<file path="src/rtl/gpr_wb_sched.sv">
// GPR writeback scheduler: round-robin arbitration of three writeback requesters onto one
// register-file write port, plus a busy scoreboard for destination reservation and hazards.
module gpr_wb_sched #(
  parameter int unsigned NREQ = 3
) (
  input  logic            clk,
  input  logic            rst,
  input  logic [NREQ-1:0] wb_req,
  input  logic [4:0]      wb_addr0,
  input  logic [4:0]      wb_addr1,
  input  logic [4:0]      wb_addr2,
  input  logic [31:0]     wb_data0,
  input  logic [31:0]     wb_data1,
  input  logic [31:0]     wb_data2,
  output logic [NREQ-1:0] wb_gnt,
  output logic            wr_en,
  output logic [4:0]      wr_addr,
  output logic [31:0]     wr_data,
  input  logic            issue_en,
  input  logic [4:0]      issue_addr,
  output logic            issue_rdy,
  input  logic [4:0]      rda_addr,
  input  logic [4:0]      rdb_addr,
  input  logic [4:0]      rdc_addr,
  output logic            hz_a,
  output logic            hz_b,
  output logic            hz_c,
  output logic [31:0]     busy
);

  logic [1:0]  ptr_q, ptr_d;
  logic        wr_en_q, wr_en_d;
  logic [4:0]  wr_addr_q, wr_addr_d;
  logic [31:0] wr_data_q, wr_data_d;
  logic [31:0] busy_q, busy_d;

  logic        gnt_valid;
  logic [1:0]  gnt_idx;

  // Search order starts at ptr and wraps modulo 3.
  always_comb begin
    gnt_valid = 1'b0;
    gnt_idx   = 2'd0;
    unique case (ptr_q)
      2'd1: begin
        if      (wb_req[1]) begin gnt_valid = 1'b1; gnt_idx = 2'd1; end
        else if (wb_req[2]) begin gnt_valid = 1'b1; gnt_idx = 2'd2; end
        else if (wb_req[0]) begin gnt_valid = 1'b1; gnt_idx = 2'd0; end
      end
      2'd2: begin
        if      (wb_req[2]) begin gnt_valid = 1'b1; gnt_idx = 2'd2; end
        else if (wb_req[0]) begin gnt_valid = 1'b1; gnt_idx = 2'd0; end
        else if (wb_req[1]) begin gnt_valid = 1'b1; gnt_idx = 2'd1; end
      end
      default: begin
        if      (wb_req[0]) begin gnt_valid = 1'b1; gnt_idx = 2'd0; end
        else if (wb_req[1]) begin gnt_valid = 1'b1; gnt_idx = 2'd1; end
        else if (wb_req[2]) begin gnt_valid = 1'b1; gnt_idx = 2'd2; end
      end
    endcase
  end

  always_comb begin
    wb_gnt = '0;
    if (gnt_valid) wb_gnt[gnt_idx] = 1'b1;
  end

  always_comb begin
    ptr_d     = ptr_q;
    wr_en_d   = gnt_valid;
    wr_addr_d = wr_addr_q;
    wr_data_d = wr_data_q;
    if (gnt_valid) begin
      ptr_d = (gnt_idx == 2'd2) ? 2'd0 : gnt_idx + 2'd1;
      unique case (gnt_idx)
        2'd1:    begin wr_addr_d = wb_addr1; wr_data_d = wb_data1; end
        2'd2:    begin wr_addr_d = wb_addr2; wr_data_d = wb_data2; end
        default: begin wr_addr_d = wb_addr0; wr_data_d = wb_data0; end
      endcase
    end
  end

  // A write in flight frees its GPR this cycle, so reservation and hazard checks see it as free.
  assign issue_rdy = ~busy_q[issue_addr] | (wr_en_q & (wr_addr_q == issue_addr));
  assign hz_a      = busy_q[rda_addr] & ~(wr_en_q & (wr_addr_q == rda_addr));
  assign hz_b      = busy_q[rdb_addr] & ~(wr_en_q & (wr_addr_q == rdb_addr));
  assign hz_c      = busy_q[rdc_addr] & ~(wr_en_q & (wr_addr_q == rdc_addr));

  // Set is applied after clear so a same-GPR reservation wins.
  always_comb begin
    busy_d = busy_q;
    if (wr_en_q)              busy_d[wr_addr_q]  = 1'b0;
    if (issue_en && issue_rdy) busy_d[issue_addr] = 1'b1;
  end

  always_ff @(posedge clk or posedge rst) begin
    if (rst) begin
      ptr_q     <= 2'd0;
      wr_en_q   <= 1'b0;
      wr_addr_q <= 5'd0;
      wr_data_q <= 32'd0;
      busy_q    <= 32'd0;
    end else begin
      ptr_q     <= ptr_d;
      wr_en_q   <= wr_en_d;
      wr_addr_q <= wr_addr_d;
      wr_data_q <= wr_data_d;
      busy_q    <= busy_d;
    end
  end

  assign wr_en   = wr_en_q;
  assign wr_addr = wr_addr_q;
  assign wr_data = wr_data_q;
  assign busy    = busy_q;

endmodule
</file>
<file path="config.mk">
export PLATFORM = sky130hd
export DESIGN_NAME = gpr_wb_sched
export DESIGN_NICKNAME = d
export VERILOG_FILES = /design/src/rtl/gpr_wb_sched.sv
export SDC_FILE = /design/constraint.sdc
export NUM_CORES = 1
export LEC_CHECK = 0
export CELL_PAD_IN_SITES_DETAIL_PLACEMENT = 0
export CELL_PAD_IN_SITES_GLOBAL_PLACEMENT = 1
export CORE_MARGIN = 2
export CORE_UTILIZATION = 31
export CTS_CLUSTER_DIAMETER = 100
export DETAILED_ROUTE_END_ITERATION = 10
export GPL_TIMING_DRIVEN = 0
export HOLD_SLACK_MARGIN = 0.12
export PLACE_DENSITY = 0.88
export SYNTH_ARGS = -nofsm -noshare
export SYNTH_HDL_FRONTEND = slang
export SYNTH_SLANG_ARGS = --single-unit
</file>
<file path="constraint.sdc">
create_clock -name clk -period 3.7 [get_ports clk]
set_input_delay 0.555 -clock clk [delete_from_list [all_inputs] [get_ports clk]]
set_output_delay 0.555 -clock clk [all_outputs]
set_load 0.02 [all_outputs]
</file>
Word-level counts from Yosys, hierarchy flattened:

Cells that the tools add are included.

* input port bits: 137
* output and inout bits: 77
* flip-flop bits (word level): 72

* bitwise operators: 15
* reduce and logical (&&, ||, !) cells: 4
* equality and inequality tests: 8
* $add $sub $neg: 1
* muxes and demuxes: 37
* magnitude comparators: 9

Operators with widths (count)
* $mux W32: 2
* $pmux W32 S2: 1
* $and A32 B32 Y32: 1
* $not A32 Y32: 1
* $or A32 B32 Y32: 1
* $lt A5 B6 Y1 const B: 5
* $bmux W1 S5: 4
* $eq A5 B5 Y1: 4
* $mux W1: 18
* $demux W1 S5: 2
* $ge A5 B1 Y1 const B: 2
* $mux W2: 5
* $pmux W5 S2: 1
* $and A1 B1 Y1: 7
* $eq A2 B1 Y1 const B: 2
* $eq A2 B2 Y1 const B: 2
* $logic_and A1 B1 Y1: 4
* $not A1 Y1: 4
* $pmux W2 S2: 1
* $lt A2 B3 Y1 const B: 1
* $mux W3: 1
* $add A2 B1 Y2 const B: 1
* $demux W1 S2: 1
* $ge A2 B1 Y1 const B: 1
* 2 further kinds: 2

Logic depth before layout (Yosys ltp):

Gate-level depths: netlist of run 1.

* word-level depth: 9
* mapped depth: 13
* gate-level depth less buffers: 11

Worst setup path before layout of run 1:

Ideal clock, no wire load.

* path kind: register to output
* start point: register ptr_q[0]
* end point: output port wb_gnt[1]
* cell stages (with the launch flop): 8
* arrival time: 2.514 ns
* path buffers: 2
* setup slack: 0.631 ns
* cell sequence: dfrtp_1 -> inv_1 -> ha_1 -> o311ai_0 -> ha_1 -> clkbuf_1 -> buf_1 -> and2_1

* word-level cells in the longest chain between the ends: 7

RTL lines
* start: declaration: RTL line 31 `logic [1:0] ptr_q, ptr_d;`
* start signal: assignment: RTL line 104 `ptr_q <= ptr_d;`
* $eq A2 B2 Y1 / $eq A2 B1 Y1 (equally long branches): RTL line 44 `unique case (ptr_q)`
* $pmux W2 S2: RTL line 44
* $lt A2 B3 Y1 (implied by the code) / $ge A2 B1 Y1 (equally long branches): RTL line 65 `if (gnt_valid) wb_gnt[gnt_idx] = 1'b1;`
* $logic_and A1 B1 Y1 (implied by the code): RTL line 65
* $mux W1 (implied by the code): RTL line 65
* $demux W1 S2: RTL line 65
* $mux W3 *: RTL line 65
* end: declaration: RTL line 15 `output logic [NREQ-1:0] wb_gnt,`

Every way passes the cells marked *; elsewhere a longest branch is shown, timed or not.

Worst setup path in the final report of run 1:

* start point: input port issue_addr[0]
* end point: output port issue_rdy

* word-level cells in the longest chain between the ends: 4

RTL lines
* start: declaration: RTL line 20 `input logic [4:0] issue_addr,`
* $bmux W1 S5: RTL line 84 `assign issue_rdy = ~busy_q[issue_addr] | (wr_en_q & (wr_addr_q == issue_addr));`
* $mux W1 (implied by the code): RTL line 84
* $not A1 Y1: RTL line 84
* $or A1 B1 Y1 *: RTL line 84
* end: declaration: RTL line 21 `output logic issue_rdy,`

Every way passes the cells marked *; elsewhere a longest branch is shown, timed or not. The select of a mux whose other input is x is not followed.

==> impl_metrics.env, run 1 <==
export IMPL_status="completed"
export IMPL_drc=0
export IMPL_worst_slack_ns=0.187
export IMPL_ys_seq_elements=72
export IMPL_power_density_nw_per_um2=881
export IMPL_p_sw_mw=3.09
export IMPL_wire_per_inst_um=19.0
export IMPL_ff2ff_setup_slack_ns=0.92
export IMPL_clk_pin_slew_ns=0.06
export IMPL_cts_tree="yes"
export IMPL_period_needed_ns=3.51
export IMPL_internal_power_mw=3.59
export IMPL_final_common_cell="clkdlybuf4s50_1"
export IMPL_crit_type="in -> out"
export IMPL_r2r_cells=11
export IMPL_grt_max_degree=51
export IMPL_combPwrFrac_pct=61.6
export IMPL_dieArea_um2=16900
export IMPL_cts_max_level=3
export IMPL_cp_end_kind="primary output"
export IMPL_crit_arrival_ns=2.96
export IMPL_numPortBuffers=201
export IMPL_initial_utilization_pct=31.4
export IMPL_die_y_um=130
export IMPL_fin_crit_sh_pct=94.9
export IMPL_whs_endpoint="wr_data[25]"
export IMPL_yosysSeqAreaShare_pct=36.6
export IMPL_grt_usage_pct=21.7
export IMPL_pre_cts_ws_ns=-0.953
export IMPL_finalSetupViolCount=0
export IMPL_worstSetupStartpointType="input pin"
export IMPL_worstMarginPinSlew_ns=0.702
export IMPL_hold_violations=0
export IMPL_antenna_left=0
export IMPL_power_total_mw=6.68
export IMPL_cp_slowest_stage_delay_ns=0.53
export IMPL_timing_critical_path_mode_cell="o21ai_0"
export IMPL_grt_overflow=0
export IMPL_syn_cell_area_um2=4930
export IMPL_viasPerCell=5.36
export IMPL_ys_warn_count=0
export IMPL_worst_path_max_fanout=10
export IMPL_crit_chain="clkdlybuf4s50_1 -> buf_6 -> mux4_2 -> a32oi_2 -> a21boi_2 -> o21ai_0 -> o21ai_0 -> dlygate4sd2_1"
export IMPL_min_delay_path_class="reg -> reg"
export IMPL_seqPwrFrac_pct=25.1
export IMPL_holdPathStages=2
export IMPL_routed_wirelength_um=18300
export IMPL_cp_required_ns=3.14
export IMPL_final_cell_mix="clkdlybuf4s50_1, o21ai_0, nand2_1"
export IMPL_nets=886
export IMPL_drt_iter0_drc=262
export IMPL_vias=5160
export IMPL_clock_latency_ns=0.34
export IMPL_numCtsBuffers=9
export IMPL_firstDrtPassIters=4
export IMPL_maxSlewViolCount=0
export IMPL_slowest_stage="clkdlybuf4s50_1"
export IMPL_layout_drive_gt1_share_pct=9.50
export IMPL_worstHoldStart="wr_data[25]"
export IMPL_cts_max_path_buffers=2
export IMPL_nFillCells=1518
export IMPL_clock_sinks=72
export IMPL_antenna_found_initial=0
export IMPL_synth_cell_types=40
export IMPL_grt_setup_unrepaired="no"
export IMPL_pwr_share_clk_pct=13.3
export IMPL_grt_pass1_vias=5154
export IMPL_placementRows=46
export IMPL_syn_nets=676
export IMPL_avgSynthCellArea_um2=9.26
export IMPL_ctsHoldBuffers=0
export IMPL_synth_cells=532
export IMPL_hpwl_um=14300
export IMPL_slew_headroom_pct=53.2
export IMPL_grt_pass1_wl_um=28000
export IMPL_post_cts_buffers=0
export IMPL_ir_drop_mv=0.354
export IMPL_r2r_end="wr_addr[3]"
export IMPL_die_w_um=130
export IMPL_maxCapViolations=0
export IMPL_clock_skew_ns=0.00733
export IMPL_finalInstanceArea_um2=7570
export IMPL_r2r_start="ptr_q[0]"
export IMPL_diodes=0
export IMPL_area_delta_synth_final_pct=53.7
export IMPL_design_portCount=214
export IMPL_power_leakage_nw=2.86
export IMPL_p_sw_share_pct=46.3
export IMPL_gp_congestion=0.894
export IMPL_dpl_cell_area_um2=7240
export IMPL_fmax_mhz=285
export IMPL_root_buffer="clkbuf_16"
export IMPL_core_um2=15700
[cell usage after synthesis (all sizes together)]
library cell,instances,share of area [%]
o221ai,2,0.36
and2,3,0.38
nand2,83,6.3
o32ai,1,0.18
or3b,5,0.89
xnor2,8,1.4
buf,20,1.9
xor2,12,2.1
inv,9,0.69
dfrtp,72,37
ha,7,1.8
or3,2,0.25
a22oi,37,5.6
mux2i,24,4.9
nor3b,2,0.30
nand4,1,0.13
clkbuf,26,2.0
nand3b,8,1.2
a32oi,1,0.33
nand3,4,0.41
nor2b,1,0.13
nor2,4,0.30
nor3,8,0.81
a21boi,1,0.23
a21oi,3,0.46
nor4,4,0.51
a31oi,5,0.89
mux4,29,13
o21ai,142,14
o22ai,6,0.76
or2,1,0.13
o311ai,1,0.18
[timing repair]
item	4_1_cts	5_1_grt
gates cloned	0	0
setup endpoints to repair	3	3
resized for setup	8	5
hold endpoints to repair	0	0
[flip-flops by register name, summed over array words and instances (netlist names)]
signal   count
wr_data     32
ptr_q        2
wr_addr      5
wr_en        1
busy        32
[cell families (layout without fill, tap and decap cells)]
logic type / count (synthesis) / count (layout) / synth area share [%]
AOI/OAI and AO/OA: 199 / 199 / 23.5
xor gates and xnor gates: 20 / 20 / 3.56
adders and majority gates: 7 / 7 / 1.78
buffers and inverters: 55 / 270 / 4.60
DFF: 72 / 72 / 36.6
muxes: 53 / 53 / 18.2
and+or+nand+nor: 126 / 126 / 11.8
[worst max-delay path, delay by kind of cell]
| family | cells | cell delay [ns] |
|---|---|---|
| buffers and inverters | 3 | 1.11 |
| multiplexers | 1 | 0.51 |
| AO/OA/AOI/OAI | 4 | 0.77 |
[power by group through the flow]
stage          Sequential (mW)  Clock, mW  Combinational [mW]
2_1_floorplan             1.98          0                1.96
3_3_place_gp              1.66          0                4.03
3_5_place_dp              1.68          0                4.08
4_1_cts                   1.67      0.895                4.12
5_1_grt                   1.73      0.927                4.52
6_report                  1.68      0.885                4.11
[metal layers]
| metal | vias up | share of wire, % | track usage, % | wire (um) |
|---|---|---|---|---|
| met5 | - | 0 | 0 | 0 |
| met4 | 0 | 2.2 | 8.54 | 399 |
| met3 | 29 | 7.8 | 4.39 | 1430 |
| met2 | 287 | 50 | 37.4 | 9160 |
| met1 | 2443 | 40 | 26.7 | 7260 |
| li1 | 2401 | - | - | - |
[layout make-up]
type	instances	area, um^2	share of cell area (%)
clock buffers	13	260	3.44
inverters	9	36.3	0.479
clock inverters	3	40.0	0.529
multi-input cells	405	2940	38.8
well taps	216	270	3.57
plain buffers	43	186	2.46
flip-flops and latches	72	1800	23.8
repair buffers	202	2040	26.9
[per-stage QoR]
stage | instances | hold slack (ns) | utilization [%] | setup TNS (ns)
after floorplan | 532 | 0.537 | - | 0
after global placement | 949 | 0.463 | 45.9 | -2.64
after detailed placement | 950 | 0.470 | 46.1 | -2.79
after CTS | 964 | 0.483 | 48.1 | -0.0223
after global routing | 963 | 0.518 | 48.2 | 0
final | 963 | 0.478 | 48.2 | 0
[worst max-delay path by stage]
| stage | startpoint | endpoint | depth (start not counted) |
|---|---|---|---|
| final | issue_addr[0] | issue_rdy | 8 |
| after global routing | issue_addr[0] | issue_rdy | 8 |
| after CTS | wb_req[1] | wb_gnt[2] | 9 |
| after detailed placement | wb_req[1] | wb_gnt[1] | 8 |
| after global placement | wb_req[1] | wb_gnt[1] | 8 |
| after floorplan | ptr_q[0] | wb_gnt[1] | 7 |
Power figures use the tool's default switching activity.
==> run 2, diff against run 1 <==
CORE_UTILIZATION = 24   (was 31)
PLACE_DENSITY = 0.72   (was 0.88)
==> impl_metrics.env, run 2 (synthesis results as in run 1) <==
export IMPL_status="completed"
export IMPL_clock_sinks=72
export IMPL_drt_iter0_drc=264
export IMPL_drc=0
export IMPL_worstMarginPinSlew_ns=0.728
export IMPL_design_portCount=214
export IMPL_finalInstanceArea_um2=7640
export IMPL_routed_wirelength_um=19300
export IMPL_root_buffer="clkbuf_16"
export IMPL_clock_skew_ns=0.0101
export IMPL_initial_utilization_pct=24.4
export IMPL_maxSlewViolCount=0
export IMPL_grt_pass1_vias=5039
export IMPL_clk_pin_slew_ns=0.06
export IMPL_power_density_nw_per_um2=879
export IMPL_maxCapViolations=0
export IMPL_nets=887
export IMPL_diodes=0
export IMPL_finalSetupViolCount=0
export IMPL_cp_end_kind="primary output"
export IMPL_cts_max_path_buffers=2
export IMPL_die_w_um=147
export IMPL_cp_required_ns=3.14
export IMPL_slew_headroom_pct=51.5
export IMPL_ir_drop_mv=0.299
export IMPL_grt_max_degree=52
export IMPL_final_common_cell="clkdlybuf4s50_1"
export IMPL_critPathLaunch="issue_addr[0]"
export IMPL_timing_critical_path_mode_cell="o21ai_0"
export IMPL_numCtsBuffers=9
export IMPL_wire_per_inst_um=19.0
export IMPL_hpwl_um=15300
export IMPL_worst_path_max_fanout=10
export IMPL_dieArea_um2=21700
export IMPL_min_delay_path_class="reg -> reg"
export IMPL_vias=5111
export IMPL_die_y_um=147
export IMPL_power_total_mw=6.72
export IMPL_crit_chain="clkdlybuf4s50_1 -> buf_6 -> mux4_2 -> a32oi_2 -> a21boi_2 -> o21ai_0 -> o21ai_0 -> dlygate4sd2_1"
export IMPL_fmax_mhz=279
export IMPL_cp_slowest_stage_delay_ns=0.54
export IMPL_grt_usage_pct=17.9
export IMPL_final_cell_count_no_fill=1018
export IMPL_grt_pass1_wl_um=29800
export IMPL_viasPerCell=5.02
export IMPL_clock_latency_ns=0.34
export IMPL_gp_congestion=0.879
export IMPL_cts_tree="yes"
export IMPL_area_delta_synth_final_pct=55.1
export IMPL_core_um2=20200
export IMPL_grt_overflow=0
export IMPL_cts_max_level=3
export IMPL_antenna_found_initial=0
export IMPL_worstSetupStartpointType="input pin"
export IMPL_firstDrtPassIters=5
export IMPL_period_needed_ns=3.59
export IMPL_grt_setup_unrepaired="no"
export IMPL_layout_drive_gt1_share_pct=9.89
export IMPL_final_cell_mix="clkdlybuf4s50_1, o21ai_0, nand2_1"
export IMPL_antenna_left=0
export IMPL_crit_arrival_ns=3.03
export IMPL_placementRows=52
export IMPL_worstHoldStart="wr_data[31]"
export IMPL_numPortBuffers=201
export IMPL_dpl_cell_count=1004
export IMPL_fin_crit_sh_pct=97.0
export IMPL_hold_violations=0
export IMPL_dpl_cell_area_um2=7310
export IMPL_power_leakage_nw=2.86
export IMPL_crit_type="in -> out"
export IMPL_r2r_start="ptr_q[0]"
export IMPL_slowest_stage="clkdlybuf4s50_1"
-- run 2: changes by cell type in the layout (fill, tap and decap cells not counted), sizes merged --
cell      change
clkbuf        -3
clkinvlp      +2
buf           +1
inv           +1
-- run 2: path summary, 6_finish.rpt --
check	to	slack [ns]	cells after the start
min in group asynchronous	wr_data[31]	0.53	2
max in group asynchronous	busy[7]	2.60	3
min reg2reg	wr_data[31]	0.48	2
min	wr_data[31]	0.48	2
max reg2reg	wr_data[27]	0.88	8
max	issue_rdy	0.11	8
-- run 2: report_power, final --
part           internal [mW]  leakage [nW]  switching, mW
clock                  0.543         0.145          0.359
sequential              1.21         0.854          0.473
combinational           1.82          1.86           2.32
-- run 2: area by class of cell --
type | count | area (um^2)
flip-flops and latches | 72 | 1800
well taps | 270 | 338
repair buffers | 202 | 2040
plain buffers | 44 | 191
fillers | 2103 | 12500
inverters | 9 | 36.3
clock inverters | 6 | 67.6
clock buffers | 10 | 239
multi-input cells | 405 | 2930
-- run 2: stage by stage --
stage / hold WS [ns] / setup slack [ns] / util (%) / setup TNS (ns)
after floorplan: 0.537 / 0.631 / - / 0
after global placement: 0.462 / -0.844 / 36.1 / -14.32
after detailed placement: 0.469 / -0.736 / 36.2 / -1.44
after CTS: 0.483 / 0.0145 / 37.8 / 0
after global routing: 0.509 / 0.00517 / 37.9 / 0
final: 0.476 / 0.112 / 37.9 / 0
-- run 2: layer usage --
metal | routed length (um) | global-route usage [%]
met1 | 8110 | 22.9
met2 | 9260 | 30.1
met3 | 1600 | 3.82
met4 | 353 | 6.25
met5 | 0 | 0
-- run 2: critical path: cells and delay by family --
kind,cells,cell delay [ns]
AOI/OAI and AO/OA,4,0.86
buffers and inverters,3,1.10
muxes,1,0.51
-- run 2: timing repair --
item	4_1_cts	5_1_grt
setup endpoints to repair	3	3
gates cloned	0	0
resized for setup	7	5
hold buffers	0	0
buffers inserted	0	0
pin swaps	0	0
==> run 3, diff against run 2 <==
==> constraint.sdc (replaced) <==
create_clock -name clk -period 3.7 [get_ports clk]
set_input_delay 0.74 -clock clk [delete_from_list [all_inputs] [get_ports clk]]
set_output_delay 0.74 -clock clk [all_outputs]
set_load 0.02 [all_outputs]
==> impl_metrics.env, run 3 (synthesis results as in run 1) <==
export IMPL_finalSetupViolCount=0
export IMPL_power_leakage_nw=2.89
export IMPL_die_w_um=147
export IMPL_crit_arrival_ns=2.91
export IMPL_ir_drop_mv=0.299
export IMPL_slew_headroom_pct=52.9
export IMPL_nets=889
export IMPL_grt_overflow=0
export IMPL_final_common_cell="clkdlybuf4s50_1"
export IMPL_viasPerCell=5.05
export IMPL_vias=5154
export IMPL_clock_sinks=72
export IMPL_numCtsBuffers=9
export IMPL_maxCapViolations=0
export IMPL_worstSetupStartpointType="input pin"
export IMPL_clk_pin_slew_ns=0.06
export IMPL_whs_ns=0.476
export IMPL_maxSlewViolCount=0
export IMPL_dieArea_um2=21700
export IMPL_cts_tree="yes"
export IMPL_clock_latency_ns=0.34
export IMPL_cp_required_ns=2.96
export IMPL_diodes=0
export IMPL_routed_wirelength_um=19400
export IMPL_status="completed"
export IMPL_worstMarginPinSlew_ns=0.707
export IMPL_design_portCount=214
export IMPL_power_density_nw_per_um2=876
export IMPL_root_buffer="clkbuf_16"
export IMPL_wire_per_inst_um=19.0
export IMPL_crit_type="in -> out"
export IMPL_cts_max_path_buffers=2
export IMPL_final_cell_mix="clkdlybuf4s50_1, o21ai_0, nand2_1"
export IMPL_antenna_left=0
export IMPL_layout_drive_gt1_share_pct=10.4
export IMPL_period_needed_ns=3.65
export IMPL_hpwl_um=15300
export IMPL_min_delay_path_class="reg -> reg"
export IMPL_initial_utilization_pct=24.4
export IMPL_gp_congestion=0.879
export IMPL_placementRows=52
export IMPL_antenna_found_initial=0
export IMPL_die_y_um=147
export IMPL_drt_iter0_drc=255
export IMPL_grt_usage_pct=17.9
export IMPL_firstDrtPassIters=5
export IMPL_clock_skew_ns=0.00965
export IMPL_cts_max_level=3
export IMPL_final_util_pct=38.1
export IMPL_grt_pass1_vias=5061
export IMPL_grt_pass1_wl_um=29900
export IMPL_numPortBuffers=201
export IMPL_grt_max_degree=52
export IMPL_power_total_mw=6.73
export IMPL_core_um2=20200
export IMPL_worst_path_max_fanout=10
export IMPL_hold_violations=0
export IMPL_cp_end_kind="primary output"
export IMPL_fin_crit_sh_pct=98.6
export IMPL_area_delta_synth_final_pct=56.0
export IMPL_grt_setup_unrepaired="no"
export IMPL_fmax_mhz=274
export IMPL_drc=0
## run 3: cell count changes in the layout (fill, tap and decap cells not counted), sizes merged
cell	before	now
clkdlybuf4s50	200	197
buf	20	25
clkdlybuf4s15	0	1
clkbuf	35	33
dlymetal6s2s	0	1
## run 3: final timing paths
| kind | to | from | depth (start not counted) | slack [ns] |
|---|---|---|---|---|
| min | wr_data[31] | wr_data[31] | 2 | 0.48 |
| max reg2reg | wr_data[27] | ptr_q[0] | 8 | 0.89 |
| min in group asynchronous | wr_data[31] | rst | 2 | 0.71 |
| min reg2reg | wr_data[31] | wr_data[31] | 2 | 0.48 |
| max | issue_rdy | issue_addr[3] | 8 | 0.05 |
| max in group asynchronous | busy[1] | rst | 3 | 2.42 |
## run 3: what timing repair did
action | 4_1_cts | 5_1_grt
setup endpoints to repair | 4 | 3
setup buffers | 1 | 1
pin swaps | 0 | 1
gates cloned | 0 | 0
gates resized for setup | 21 | 5
hold buffers | 0 | 0
## run 3: layout make-up
| cell class | count | area [um^2] |
|---|---|---|
| sequential | 72 | 1800 |
| multi-input combinational | 405 | 2960 |
| clock buffer | 10 | 239 |
| tap | 270 | 338 |
| inverter | 9 | 36.3 |
| timing repair buffer | 204 | 2050 |
| clock inverter | 6 | 67.6 |
| buffer | 44 | 196 |
| fill | 2102 | 12500 |
## run 3: where the power goes
group	total [mW]	leakage, nW	internal, mW	switching (mW)
Combinational	4.16	1.89	1.83	2.33
Sequential	1.68	0.854	1.21	0.474
Clock	0.898	0.145	0.543	0.355
## run 3: layer usage
metal	GRT usage [%]	wire length, um	vias to the layer above
li1	-	-	2396
met1	22.9	8190	2495
met2	30.3	9350	245
met3	3.79	1520	18
met4	5.96	311	0
met5	0	0	-
## run 3: worst max-delay path: stages
cell and delay, ns:
clkdlybuf4s50_1 0.46, buf_2 0.23, or3b_2 0.56, o22ai_1 0.27, nor3_1 0.08, o21ai_0 0.16
o21ai_0 0.19, buf_4 0.21
## run 3: stage by stage
step                      cell area, um^2  setup WS (ns)  instances  setup TNS [ns]
final                                7690         0.0514       1020               0
after CTS                            7670         0.0209       1019               0
after global placement               7280          -1.21       1003          -31.45
after detailed placement             7310          -1.11       1004           -3.87
after floorplan                      4930          0.446        532               0
after global routing                 7690        0.00751       1020               0
